File: src/rtl/axil_cmd_master_pkg.sv
// rtl/axil_cmd_master_pkg.sv - shared encodings for the AXI4-Lite command master
package axil_cmd_master_pkg;

  // Host-facing response codes
  localparam logic [1:0] ERR_OKAY    = 2'b00;
  localparam logic [1:0] ERR_TIMEOUT = 2'b01;
  localparam logic [1:0] ERR_SLVERR  = 2'b10;
  localparam logic [1:0] ERR_DECERR  = 2'b11;

  // AXI bresp/rresp codes
  localparam logic [1:0] AXI_RESP_OKAY   = 2'b00;
  localparam logic [1:0] AXI_RESP_EXOKAY = 2'b01;
  localparam logic [1:0] AXI_RESP_SLVERR = 2'b10;
  localparam logic [1:0] AXI_RESP_DECERR = 2'b11;

  typedef enum logic [2:0] {
    ST_IDLE,
    ST_WADDR,
    ST_WRESP,
    ST_RADDR,
    ST_RDATA,
    ST_RSP,
    ST_DRAIN
  } state_t;

  // EXOKAY shares its code with TIMEOUT on the host side, so it is folded
  // into OKAY (AXI4-Lite slaves should never return it anyway).
  function automatic logic [1:0] resp_to_err(input logic [1:0] resp);
    case (resp)
      AXI_RESP_SLVERR: return ERR_SLVERR;
      AXI_RESP_DECERR: return ERR_DECERR;
      default:         return ERR_OKAY;
    endcase
  endfunction

endpackage

File: src/rtl/axil_timeout_cnt.sv
// rtl/axil_timeout_cnt.sv - per-phase slave response timeout counter
module axil_timeout_cnt #(
  parameter int TIMEOUT = 255
) (
  input  logic aclk,
  input  logic areset_n,
  input  logic clr,
  input  logic en,
  output logic expire
);

  localparam int CNT_W = (TIMEOUT < 1) ? 1 : $clog2(TIMEOUT + 1);
  localparam logic [CNT_W-1:0] LAST = CNT_W'(TIMEOUT - 1);

  logic [CNT_W-1:0] cnt_q, cnt_d;

  // Clear on any phase change, otherwise count the cycles spent waiting
  always_comb begin
    cnt_d = cnt_q;
    if (clr) begin
      cnt_d = '0;
    end else if (en) begin
      cnt_d = cnt_q + 1'b1;
    end
  end

  // Counter register
  always_ff @(posedge aclk) begin
    if (!areset_n) begin
      cnt_q <= '0;
    end else begin
      cnt_q <= cnt_d;
    end
  end

  // Fires in the TIMEOUT-th waiting cycle of a phase
  assign expire = en && (cnt_q == LAST);

endmodule

File: src/rtl/axil_cmd_master.sv
// rtl/axil_cmd_master.sv - single-outstanding command/response to AXI4-Lite master
module axil_cmd_master
  import axil_cmd_master_pkg::*;
#(
  parameter int ADDR_W  = 5,
  parameter int DATA_W  = 32,
  parameter int TIMEOUT = 255
) (
  input  logic                  aclk,
  input  logic                  areset_n,
  input  logic                  cmd_valid,
  output logic                  cmd_ready,
  input  logic                  cmd_write,
  input  logic [ADDR_W-1:0]     cmd_addr,
  input  logic [DATA_W-1:0]     cmd_wdata,
  input  logic [DATA_W/8-1:0]   cmd_wstrb,
  output logic                  rsp_valid,
  input  logic                  rsp_ready,
  output logic [DATA_W-1:0]     rsp_rdata,
  output logic [1:0]            rsp_err,
  output logic                  awvalid,
  input  logic                  awready,
  output logic [ADDR_W-1:2]     awaddr,
  output logic [2:0]            awprot,
  output logic                  wvalid,
  input  logic                  wready,
  output logic [DATA_W-1:0]     wdata,
  output logic [DATA_W/8-1:0]   wstrb,
  input  logic                  bvalid,
  output logic                  bready,
  input  logic [1:0]            bresp,
  output logic                  arvalid,
  input  logic                  arready,
  output logic [ADDR_W-1:2]     araddr,
  output logic [2:0]            arprot,
  input  logic                  rvalid,
  output logic                  rready,
  input  logic [DATA_W-1:0]     rdata,
  input  logic [1:0]            rresp
);

  localparam int STRB_W = DATA_W / 8;

  state_t              state_q, state_d;
  logic                cmd_ready_q, cmd_ready_d;
  logic [ADDR_W-3:0]   addr_q, addr_d;
  logic [DATA_W-1:0]   wdata_q, wdata_d;
  logic [STRB_W-1:0]   wstrb_q, wstrb_d;
  logic                awvalid_q, awvalid_d;
  logic                wvalid_q, wvalid_d;
  logic                bready_q, bready_d;
  logic                arvalid_q, arvalid_d;
  logic                rready_q, rready_d;
  logic                b_owed_q, b_owed_d;
  logic                r_owed_q, r_owed_d;
  logic                drain_q, drain_d;
  logic                rsp_valid_q, rsp_valid_d;
  logic [DATA_W-1:0]   rsp_rdata_q, rsp_rdata_d;
  logic [1:0]          rsp_err_q, rsp_err_d;
  logic                timeout_fire;
  logic                cnt_clr, cnt_en, cnt_expire;
  logic                unused_addr_bits;

  assign unused_addr_bits = ^cmd_addr[1:0];

  axil_timeout_cnt #(
    .TIMEOUT (TIMEOUT)
  ) u_timeout_cnt (
    .aclk     (aclk),
    .areset_n (areset_n),
    .clr      (cnt_clr),
    .en       (cnt_en),
    .expire   (cnt_expire)
  );

  // Next state: bus channels retire on their own handshakes in every state so
  // a timed-out transaction keeps completing through RSP and DRAIN.
  always_comb begin
    state_d      = state_q;
    addr_d       = addr_q;
    wdata_d      = wdata_q;
    wstrb_d      = wstrb_q;
    drain_d      = drain_q;
    rsp_rdata_d  = rsp_rdata_q;
    rsp_err_d    = rsp_err_q;
    timeout_fire = 1'b0;

    awvalid_d = awvalid_q && !awready;
    wvalid_d  = wvalid_q  && !wready;
    arvalid_d = arvalid_q && !arready;
    b_owed_d  = b_owed_q  && !(bready_q && bvalid);
    r_owed_d  = r_owed_q  && !(rready_q && rvalid);

    unique case (state_q)
      ST_IDLE: begin
        if (cmd_valid) begin
          addr_d      = cmd_addr[ADDR_W-1:2];
          wdata_d     = cmd_wdata;
          wstrb_d     = cmd_wstrb;
          awvalid_d   = cmd_write;
          wvalid_d    = cmd_write;
          b_owed_d    = cmd_write;
          arvalid_d   = !cmd_write;
          r_owed_d    = !cmd_write;
          drain_d     = 1'b0;
          rsp_rdata_d = '0;
          rsp_err_d   = ERR_OKAY;
          state_d     = cmd_write ? ST_WADDR : ST_RADDR;
        end
      end
      ST_WADDR: begin
        if (!awvalid_d && !wvalid_d) begin
          state_d = ST_WRESP;
        end else if (cnt_expire) begin
          timeout_fire = 1'b1;
        end
      end
      ST_WRESP: begin
        if (bready_q && bvalid) begin
          rsp_err_d = resp_to_err(bresp);
          state_d   = ST_RSP;
        end else if (cnt_expire) begin
          timeout_fire = 1'b1;
        end
      end
      ST_RADDR: begin
        if (arvalid_q && arready) begin
          state_d = ST_RDATA;
        end else if (cnt_expire) begin
          timeout_fire = 1'b1;
        end
      end
      ST_RDATA: begin
        if (rready_q && rvalid) begin
          rsp_rdata_d = rdata;
          rsp_err_d   = resp_to_err(rresp);
          state_d     = ST_RSP;
        end else if (cnt_expire) begin
          timeout_fire = 1'b1;
        end
      end
      ST_RSP: begin
        if (rsp_ready) begin
          state_d = drain_q ? ST_DRAIN : ST_IDLE;
        end
      end
      ST_DRAIN: begin
        if (!b_owed_d && !r_owed_d) begin
          state_d = ST_IDLE;
        end
      end
      default: state_d = ST_IDLE;
    endcase

    if (timeout_fire) begin
      rsp_err_d   = ERR_TIMEOUT;
      rsp_rdata_d = '0;
      drain_d     = 1'b1;
      state_d     = ST_RSP;
    end

    // Response readies only open once the request side has fully gone out
    bready_d    = b_owed_d && !awvalid_d && !wvalid_d;
    rready_d    = r_owed_d && !arvalid_d;
    cmd_ready_d = (state_d == ST_IDLE);
    rsp_valid_d = (state_d == ST_RSP);
    cnt_clr     = (state_d != state_q);
    cnt_en      = (state_q == ST_WADDR) || (state_q == ST_WRESP) ||
                  (state_q == ST_RADDR) || (state_q == ST_RDATA);
  end

  // State and registered outputs
  always_ff @(posedge aclk) begin
    if (!areset_n) begin
      state_q     <= ST_IDLE;
      cmd_ready_q <= 1'b1;
      addr_q      <= '0;
      wdata_q     <= '0;
      wstrb_q     <= '0;
      awvalid_q   <= 1'b0;
      wvalid_q    <= 1'b0;
      bready_q    <= 1'b0;
      arvalid_q   <= 1'b0;
      rready_q    <= 1'b0;
      b_owed_q    <= 1'b0;
      r_owed_q    <= 1'b0;
      drain_q     <= 1'b0;
      rsp_valid_q <= 1'b0;
      rsp_rdata_q <= '0;
      rsp_err_q   <= ERR_OKAY;
    end else begin
      state_q     <= state_d;
      cmd_ready_q <= cmd_ready_d;
      addr_q      <= addr_d;
      wdata_q     <= wdata_d;
      wstrb_q     <= wstrb_d;
      awvalid_q   <= awvalid_d;
      wvalid_q    <= wvalid_d;
      bready_q    <= bready_d;
      arvalid_q   <= arvalid_d;
      rready_q    <= rready_d;
      b_owed_q    <= b_owed_d;
      r_owed_q    <= r_owed_d;
      drain_q     <= drain_d;
      rsp_valid_q <= rsp_valid_d;
      rsp_rdata_q <= rsp_rdata_d;
      rsp_err_q   <= rsp_err_d;
    end
  end

  assign cmd_ready = cmd_ready_q;
  assign rsp_valid = rsp_valid_q;
  assign rsp_rdata = rsp_rdata_q;
  assign rsp_err   = rsp_err_q;
  assign awvalid   = awvalid_q;
  assign awaddr    = addr_q;
  assign awprot    = 3'b000;
  assign wvalid    = wvalid_q;
  assign wdata     = wdata_q;
  assign wstrb     = wstrb_q;
  assign bready    = bready_q;
  assign arvalid   = arvalid_q;
  assign araddr    = addr_q;
  assign arprot    = 3'b000;
  assign rready    = rready_q;

endmodule

File: config.mk
export PLATFORM = sky130hd
export DESIGN_NAME = axil_cmd_master
export DESIGN_NICKNAME = d
export VERILOG_FILES = /design/src/rtl/axil_cmd_master_pkg.sv /design/src/rtl/axil_timeout_cnt.sv /design/src/rtl/axil_cmd_master.sv
export SDC_FILE = /design/constraint.sdc
export NUM_CORES = 1
export LEC_CHECK = 0
export BUFFER_PORTS_ARGS = -buffer_cell sky130_fd_sc_hd__buf_2
export CORE_UTILIZATION = 46
export CTS_CLUSTER_DIAMETER = 60
export DETAILED_ROUTE_END_ITERATION = 16
export PLACE_DENSITY = 0.76
export RECOVER_POWER = 100
export SYNTH_ARGS = -nofsm -noshare
export SYNTH_HDL_FRONTEND = slang
export SYNTH_SLANG_ARGS = --single-unit
File: constraint.sdc
create_clock -name aclk -period 2.25 [get_ports aclk]
set_input_delay 0.45 -clock aclk [delete_from_list [all_inputs] [get_ports aclk]]
set_output_delay 0.45 -clock aclk [all_outputs]
set_load 0.1 [all_outputs]
# Word-level counts from Yosys, hierarchy flattened
# Index checks and enable logic that the tools add are counted.
[classes]
muxes = 40
reduce_logical = 44
addsub = 1
bitwise = 1
n_eq_ne = 19
[op_table]
columns = ["cell", "count"]
rows = [
  ["two-way mux 32 bit", 2],
  ["one-hot mux 32 bit (2 select lines)", 1],
  ["two-way mux 3 bit", 9],
  ["one-hot mux 3 bit (7 select lines)", 1],
  ["two-way mux 1 bit", 19],
  ["logical AND 1 bit", 14],
  ["logical NOT 1 bit", 13],
  ["== test 3 bit (second input constant)", 4],
  ["!= test 3 bit (second input constant)", 3],
  ["adder 8 x 1 -> 8 bit (second input constant)", 1],
  ["== test 2 bit (second input constant)", 4],
  ["== test 8 bit (second input constant)", 1],
  ["two-way mux 2 bit", 4],
  ["one-hot mux 2 bit (2 select lines)", 2],
  ["AND reduction 4 bit", 2],
  ["== test 3 x 2 -> 1 bit (second input constant)", 2],
  ["logical NOT 3 bit", 2],
  ["!= test 2 bit (second input constant)", 3],
  ["one-hot mux 2 bit (3 select lines)", 1],
  ["nonzero test 2 bit", 3],
  ["one-hot mux 1 bit (4 select lines)", 1],
  ["AND reduction 2 bit", 2],
  ["nonzero test 4 bit", 1],
  ["OR reduction 2 bit", 2],
  ["other kinds (6)", 8],
]
[word_totals]
output_inout_bits = 89
in_bits = 87
ff_bits = 94

# Longest topological paths before layout
[depth]
depth_word = 11
mapped_depth = 8
ltp_nobuf = 7

# Cells and area by module
# From an unflattened synthesis, not the netlist that was laid out.
[hier_totals]
cells_unflattened = 469
area_unflattened_um2 = 4075.2
[modules_own_cells]
columns = ["module", "cells_each", "n_inst", "area_each_um2"]
rows = [
  ["axil_cmd_master", 427, 1, 3706.1],
  ["axil_timeout_cnt", 42, 1, 369.1],
]

# Worst setup path after synthesis
# No wires, ideal clock.
[synth_timing]
path_kind = "flip-flop to flip-flop"
from = "reg wvalid_q (netlist: wvalid)"
to = "reg u_timeout_cnt.cnt_q[0]"
arrival_ps = 2462
setup_time_ps = 132
path_stages_with_launch = 8
synth_period_minus_slack_ps = 2594
path_slack_ps = -344
n_path_buf = 1
path_cell_list = "dfxtp_1 -> nor2b_1 -> o311ai_1 -> a2111o_1 -> buf_6 -> nand3_4 -> mux2i_2 -> nor3_1"
[synth_between]
elab_chain_len = 8
word_cells_on_any_way = 10
cone_classes = "eq/ne (1); mux (5); reduce/logical (4)"
[synth_rtl]
columns = ["item", "line_no", "rtl"]
rows = [
  ["from (decl)", "axil_cmd_master.sv:50", "logic wvalid_q, wvalid_d;"],
  ["from (signal assigned)", "axil_cmd_master.sv:198", "wvalid_q <= wvalid_d;"],
  ["logical AND 1 bit *", "axil_cmd_master.sv:89", "wvalid_d = wvalid_q && !wready;"],
  ["logical NOT 1 bit *", "axil_cmd_master.sv:112", "if (!awvalid_d && !wvalid_d) begin"],
  ["logical AND 1 bit *", "axil_cmd_master.sv:112", ""],
  ["two-way mux 3 bit or two-way mux 1 bit (tied branches)", "axil_cmd_master.sv:112", ""],
  ["one-hot mux 3 bit (7 select lines) or one-hot mux 1 bit (4 select lines) (tied branches)", "axil_cmd_master.sv:94", "unique case (state_q)"],
  ["two-way mux 3 bit *", "axil_cmd_master.sv:155", "if (timeout_fire) begin"],
  ["!= test 3 bit *", "axil_cmd_master.sv:167", "cnt_clr = (state_d != state_q);"],
  ["OR reduction 2 bit (no line) *", "--", ""],
  ["to (signal assigned)", "axil_timeout_cnt.sv:32", "cnt_q <= cnt_d;"],
  ["to (decl)", "axil_timeout_cnt.sv:15", "logic [CNT_W-1:0] cnt_q, cnt_d;"],
]
# Every way passes the cells marked *; elsewhere a longest branch is shown, timed or not.
# A chain may end at the register's enable or synchronous reset.

# Final worst setup path
[layout_timing]
from = "reg state_q[0]"
to = "reg u_timeout_cnt.cnt_q[7]"
[layout_between]
elab_chain_len = 11
word_cells_on_any_way = 28
cone_classes = "eq/ne (7); mux (15); reduce/logical (6)"
[layout_rtl]
columns = ["item", "line_no", "rtl"]
rows = [
  ["from (decl)", "axil_cmd_master.sv:44", "state_t state_q, state_d;"],
  ["from (signal assigned)", "axil_cmd_master.sv:192", "state_q <= state_d;"],
  ["== test 3 x 1 -> 1 bit or == test 3 x 2 -> 1 bit (tied branches)", "axil_cmd_master.sv:94, axil_cmd_master.sv:168", ""],
  ["logical OR 1 bit (2 in a row)", "axil_cmd_master.sv:168", "cnt_en = (state_q == ST_WADDR) || (state_q == ST_WRESP) ||"],
  ["logical OR 1 bit", "axil_cmd_master.sv:169", "(state_q == ST_RADDR) || (state_q == ST_RDATA);"],
  ["logical AND 1 bit", "axil_timeout_cnt.sv:37", "assign expire = en && (cnt_q == LAST);"],
  ["two-way mux 1 bit", "--", ""],
  ["two-way mux 1 bit, on equally long branches", "--", ""],
  ["one-hot mux 1 bit (4 select lines)", "axil_cmd_master.sv:94", ""],
  ["two-way mux 3 bit", "axil_cmd_master.sv:155", ""],
  ["!= test 3 bit", "axil_cmd_master.sv:167", ""],
  ["OR reduction 2 bit (no line)", "--", ""],
]
# Several ways; a longest one is shown, not always the timed one.

==> results.md <==
Yosys:
- The number of library cell types mapped by synthesis is 40.
- The register area share after synthesis is ~50%.
- The cell taking the most area after synthesis is sky130_fd_sc_hd__dfxtp_1.
- The number of warning messages in the yosys log is 0.
- By area the synthesized netlist is led by sky130_fd_sc_hd__dfxtp_1 (50%), sky130_fd_sc_hd__nand2_1 (13%), sky130_fd_sc_hd__a21oi_1 (11%).
- The mean area per synthesized cell is 8.07 sq um.
- The cell area that synthesis handed to floorplanning was around 3800 sq um.
- In the synthesized netlist, the number of instances is ~470.
- The area share of the largest cell type after synthesis is 49.9%.
- The synthesized design contains 94 register bits.

Cells and area:
- The antenna diode count is 0.
- Registers take approximately 1900 sq um.
- The cell area after layout is roughly 4900 sq um.
- The synthesis-to-layout area growth is 30.3%.
- The number of nets in the layout is between 700 and 800.
- The post-route netlist has a little under a third of its cells at a drive strength greater than 1.
- The count of placed standard cells in the final layout, fillers left out is between 700 and 800.
- The final core utilization is a little over three fifths.
- The count of fill cells added during filler insertion is 748.
- Summing all multi-input logic gate instances after layout gives 1690 sq um.

Setup path:
- STA puts the critical path data required time at about 2500 ps.
- The arrival time at the worst endpoint is about 2400 ps.
- Following the worst setup path forward leads to its endpoint at u_timeout_cnt.cnt_q[7]$_SDFFE_PP0N_.
- The largest individual stage delay along the critical path comes from the cell sky130_fd_sc_hd__a2111o_1.
- For the worst flop-to-flop path, the logic depth is 9.
- The startpoint identified for the worst register-to-register timing path is state_q[0]$_SDFF_PN0_.
- The worst setup path is captured at a register.
- The critical path in this run is classified as reg2reg.
- The endpoint identified for the worst register-to-register timing path is u_timeout_cnt.cnt_q[7]$_SDFFE_PP0N_.
- Tracing the worst setup path back leads to its startpoint at state_q[0]$_SDFF_PN0_.
- For this run, the slowest stage of the critical path takes between 400 and 500 ps.
- For flop-to-flop paths, the worst setup slack is 110 ps.
- Traced cell by cell, the critical path runs through buf_12 -> nor3b_4 -> a22oi_1 -> a2111o_1 -> buf_4 -> nand3_4 -> mux2i_2 -> buf_6 -> nor3_1.
- Along the worst path, the maximum fanout reaches 8.
- The nature of the critical path startpoint is a register.

Global route:
- Entering global routing, the biggest net connects between 40 and 50 pins.
- The aggregate global-route resource usage is between 20 and 25%.
- The number of global-route vias before repair was around 3500.
- After global routing the overflow that remains totals 0.
- The first-pass GRT wire length is about 16 mm.
- The number of antenna violations at the first check in global routing came to 0.

Drt:
- The routed length per instance is ~13 microns.
- The initial detailed-routing violation count is 182.
- The count of vias placed by the detailed router is approximately 3800.
- In the routed layout, each cell is associated on average with a via count of 5.07.
- The antenna violation net count after detailed routing is 0.
- The first-pass iteration count of the detailed router is 5.
- After detailed routing, the number of remaining DRC violations is 0.
- For this block, the routed nets add up to 9.46 mm of wire.

Timing:
- The highest attainable clock frequency is approximately 470 MHz.
- For the pin with the worst max-slew slack, the measured transition is 1180 ps.
- The max-slew violation count is 0.
- Setup repair after global routing left no endpoint under its margin.
- Headroom to the max-slew limit came out at a little over a fifth.
- The post-layout minimum cycle time is approximately 2100 ps.
- Hold is met by 328 ps.
- The worst path uses 94.9% of the clock period.
- The hold violation count in the final report was 0.
- Once routing completed, OpenROAD measured the worst setup slack at around 110 ps.
- Adding up every negative setup slack in the final design gives 0 ps.
- The number of endpoints failing setup at the final stage is 0.
- The post-route clock skew is approximately 12 ps.

Power:
- Across the VDD grid, the largest voltage drop is about 600 uV.
- In this run the power density over the cells is about 800 nW/um^2.
- The overall power consumption is between 3 and 4 mW.
- The static power due to leakage is around 2.1 nW.

Place:
- After legalization and detailed placement, the total HPWL measured 6.99 mm.
- Input and output buffers added on the ports amount to about 170.
- The worst setup timing slack at the placement stage is -28.0 ps.
- Routability-driven placement finished with a final weighted congestion of roughly 0.86.
- The total instance count after detailed placement is slightly above 700.
- In this run the cell area measured after placement is between 4000 and 5000 sq um.

Clock network:
- The number of hold buffers added after CTS was 0.
- The later pin in the worst-skew pair is clocked with a latency of ~350 ps.
- The clock input transition at the sequential cells of the worst setup and hold paths is roughly 100 ps.
- The H-tree generated during clock tree synthesis spans 3 levels.
- The clock tree from TritonCTS is built.
- The clock tree buffer depth is 2.
- The number of CTS-inserted buffers is 9.
- For this design, the sink count on the clock tree is 94.
- The tree is rooted in a sky130_fd_sc_hd__clkbuf_8.

Floorplan:
- From bottom edge to top edge, the die measures 92.6 microns.
- The horizontal extent of the die is 92.6 microns.
- After floorplanning, the core was divided into 32 placement rows.
- The effective utilization at floorplan is 48.1%.
- For this design the top-level I/O count stands at about 180.
- The core region is ~7800 sq um.
- The total die area is around 8600 sq um.

Status:
- The run finished with clean final reports.

Worst hold path:
- The path category of the worst min-delay check is in2reg.

Job:
- The max capacitance violation total is 0.
## critical path: cells and delay by family, from the launching register on
family,cells,cell delay [ps]
AOI/OAI and AO/OA,2,610
buffers and inverters,3,480
DFF,1,380
and+or+nand+nor,3,320
muxes,1,230
## cell usage after synthesis
cell type,n
sky130_fd_sc_hd__buf_2,4
sky130_fd_sc_hd__mux2i_2,1
sky130_fd_sc_hd__nand4_1,2
sky130_fd_sc_hd__o311ai_0,1
sky130_fd_sc_hd__inv_2,1
sky130_fd_sc_hd__and3_1,2
sky130_fd_sc_hd__conb_1,1
sky130_fd_sc_hd__a21boi_4,1
sky130_fd_sc_hd__buf_6,2
sky130_fd_sc_hd__o31ai_1,1
sky130_fd_sc_hd__dfxtp_1,94
sky130_fd_sc_hd__nor4_1,1
sky130_fd_sc_hd__clkbuf_1,22
sky130_fd_sc_hd__nor2b_1,3
sky130_fd_sc_hd__o21a_1,3
sky130_fd_sc_hd__a31oi_4,1
sky130_fd_sc_hd__a22oi_1,2
sky130_fd_sc_hd__ha_1,2
sky130_fd_sc_hd__a2111o_1,2
sky130_fd_sc_hd__a31oi_1,3
sky130_fd_sc_hd__buf_4,10
sky130_fd_sc_hd__a221o_1,1
sky130_fd_sc_hd__nand3_4,1
sky130_fd_sc_hd__nand2b_1,2
sky130_fd_sc_hd__xor2_1,2
sky130_fd_sc_hd__a311o_1,1
sky130_fd_sc_hd__o32a_1,1
sky130_fd_sc_hd__inv_1,4
sky130_fd_sc_hd__o311ai_1,1
sky130_fd_sc_hd__a21oi_1,84
sky130_fd_sc_hd__and2_0,1
sky130_fd_sc_hd__nand3_2,2
sky130_fd_sc_hd__nand2_1,134
sky130_fd_sc_hd__o21ai_0,5
sky130_fd_sc_hd__xnor2_1,5
sky130_fd_sc_hd__or3_1,1
sky130_fd_sc_hd__nand3_1,39
sky130_fd_sc_hd__nor3b_4,2
sky130_fd_sc_hd__nor2_1,10
sky130_fd_sc_hd__nor3_1,13
## kinds of logic after synthesis
kind of cell | synth area share [%]
muxes | 0.365
DFF | 49.9
other | 0.0993
AOI/OAI and AO/OA | 16.4
xor gates and xnor gates | 1.62
adders and majority gates | 0.663
and+or+nand+nor | 25.2
buffers and inverters | 5.80
## cell usage in the layout, fill, tap and decap left out, drive strengths merged, types with 3 or more instances in the layout
cell type / n
nor2: 10
clkinv: 3
conb: 6
o21ai: 5
clkbuf: 94
nand2: 134
buf: 102
a31oi: 4
o21a: 3
nand3: 42
xnor2: 5
inv: 8
dfxtp: 94
nor3: 13
nor2b: 3
a21oi: 84
## how the worst min path moves through the flow
| stage | from | end | cells past startpoint |
|---|---|---|---|
| after floorplan | drain_q$_SDFFE_PN0P_ | drain_q$_SDFFE_PN0P_ | 2 |
| after global placement | rsp_rdata[0]$_SDFFE_PP0P_ | rsp_rdata[0]$_SDFFE_PP0P_ | 2 |
| after detailed placement | rsp_rdata[10]$_SDFFE_PP0P_ | rsp_rdata[10]$_SDFFE_PP0P_ | 2 |
| after CTS | cmd_wdata[6] | wdata[6]$_SDFFE_PN0P_ | 3 |
| after global routing | cmd_wdata[28] | wdata[28]$_SDFFE_PN0P_ | 3 |
| final | cmd_wdata[6] | wdata[6]$_SDFFE_PN0P_ | 3 |
## per-layer routing
metal	part of all wire (%)	vias to the layer above	GRT usage (%)
li1	-	1899	-
met1	42	1674	26.9
met2	49	173	39.4
met3	8.0	9	5.25
met4	0.82	0	5.99
met5	0	-	0
## cell type report
class | instances | share of cell area (%)
tap | 102 | 2.60
inverter | 5 | 0.382
clock buffer | 9 | 2.52
multi-input combinational | 336 | 34.3
clock inverter | 7 | 1.12
timing repair buffer | 187 | 20.4
sequential | 94 | 38.6
## sequential cells by signal (all words and copies together), names as in the netlist, 2 cells and up
signal,count
state_q,3
araddr,3
u_timeout_cnt.cnt_q,8
wdata,32
rsp_rdata,32
rsp_err,2
wstrb,4
## where the power goes
group / switching [mW] / total, mW / internal, mW
sequential: 0.0576 / 1.80 / 1.74
combinational: 0.861 / 1.10 / 0.236
clock: 0.610 / 1.03 / 0.416
## what timing repair did
| item | in CTS | in global routing |
|---|---|---|
| resized for setup | 1 | 4 |
| buffers inserted | 0 | 1 |
| hold endpoints to repair | 0 | 0 |
| setup endpoints to repair | 1 | 28 |
| pin swaps | 0 | 1 |
Power figures use the tool's default switching activity.
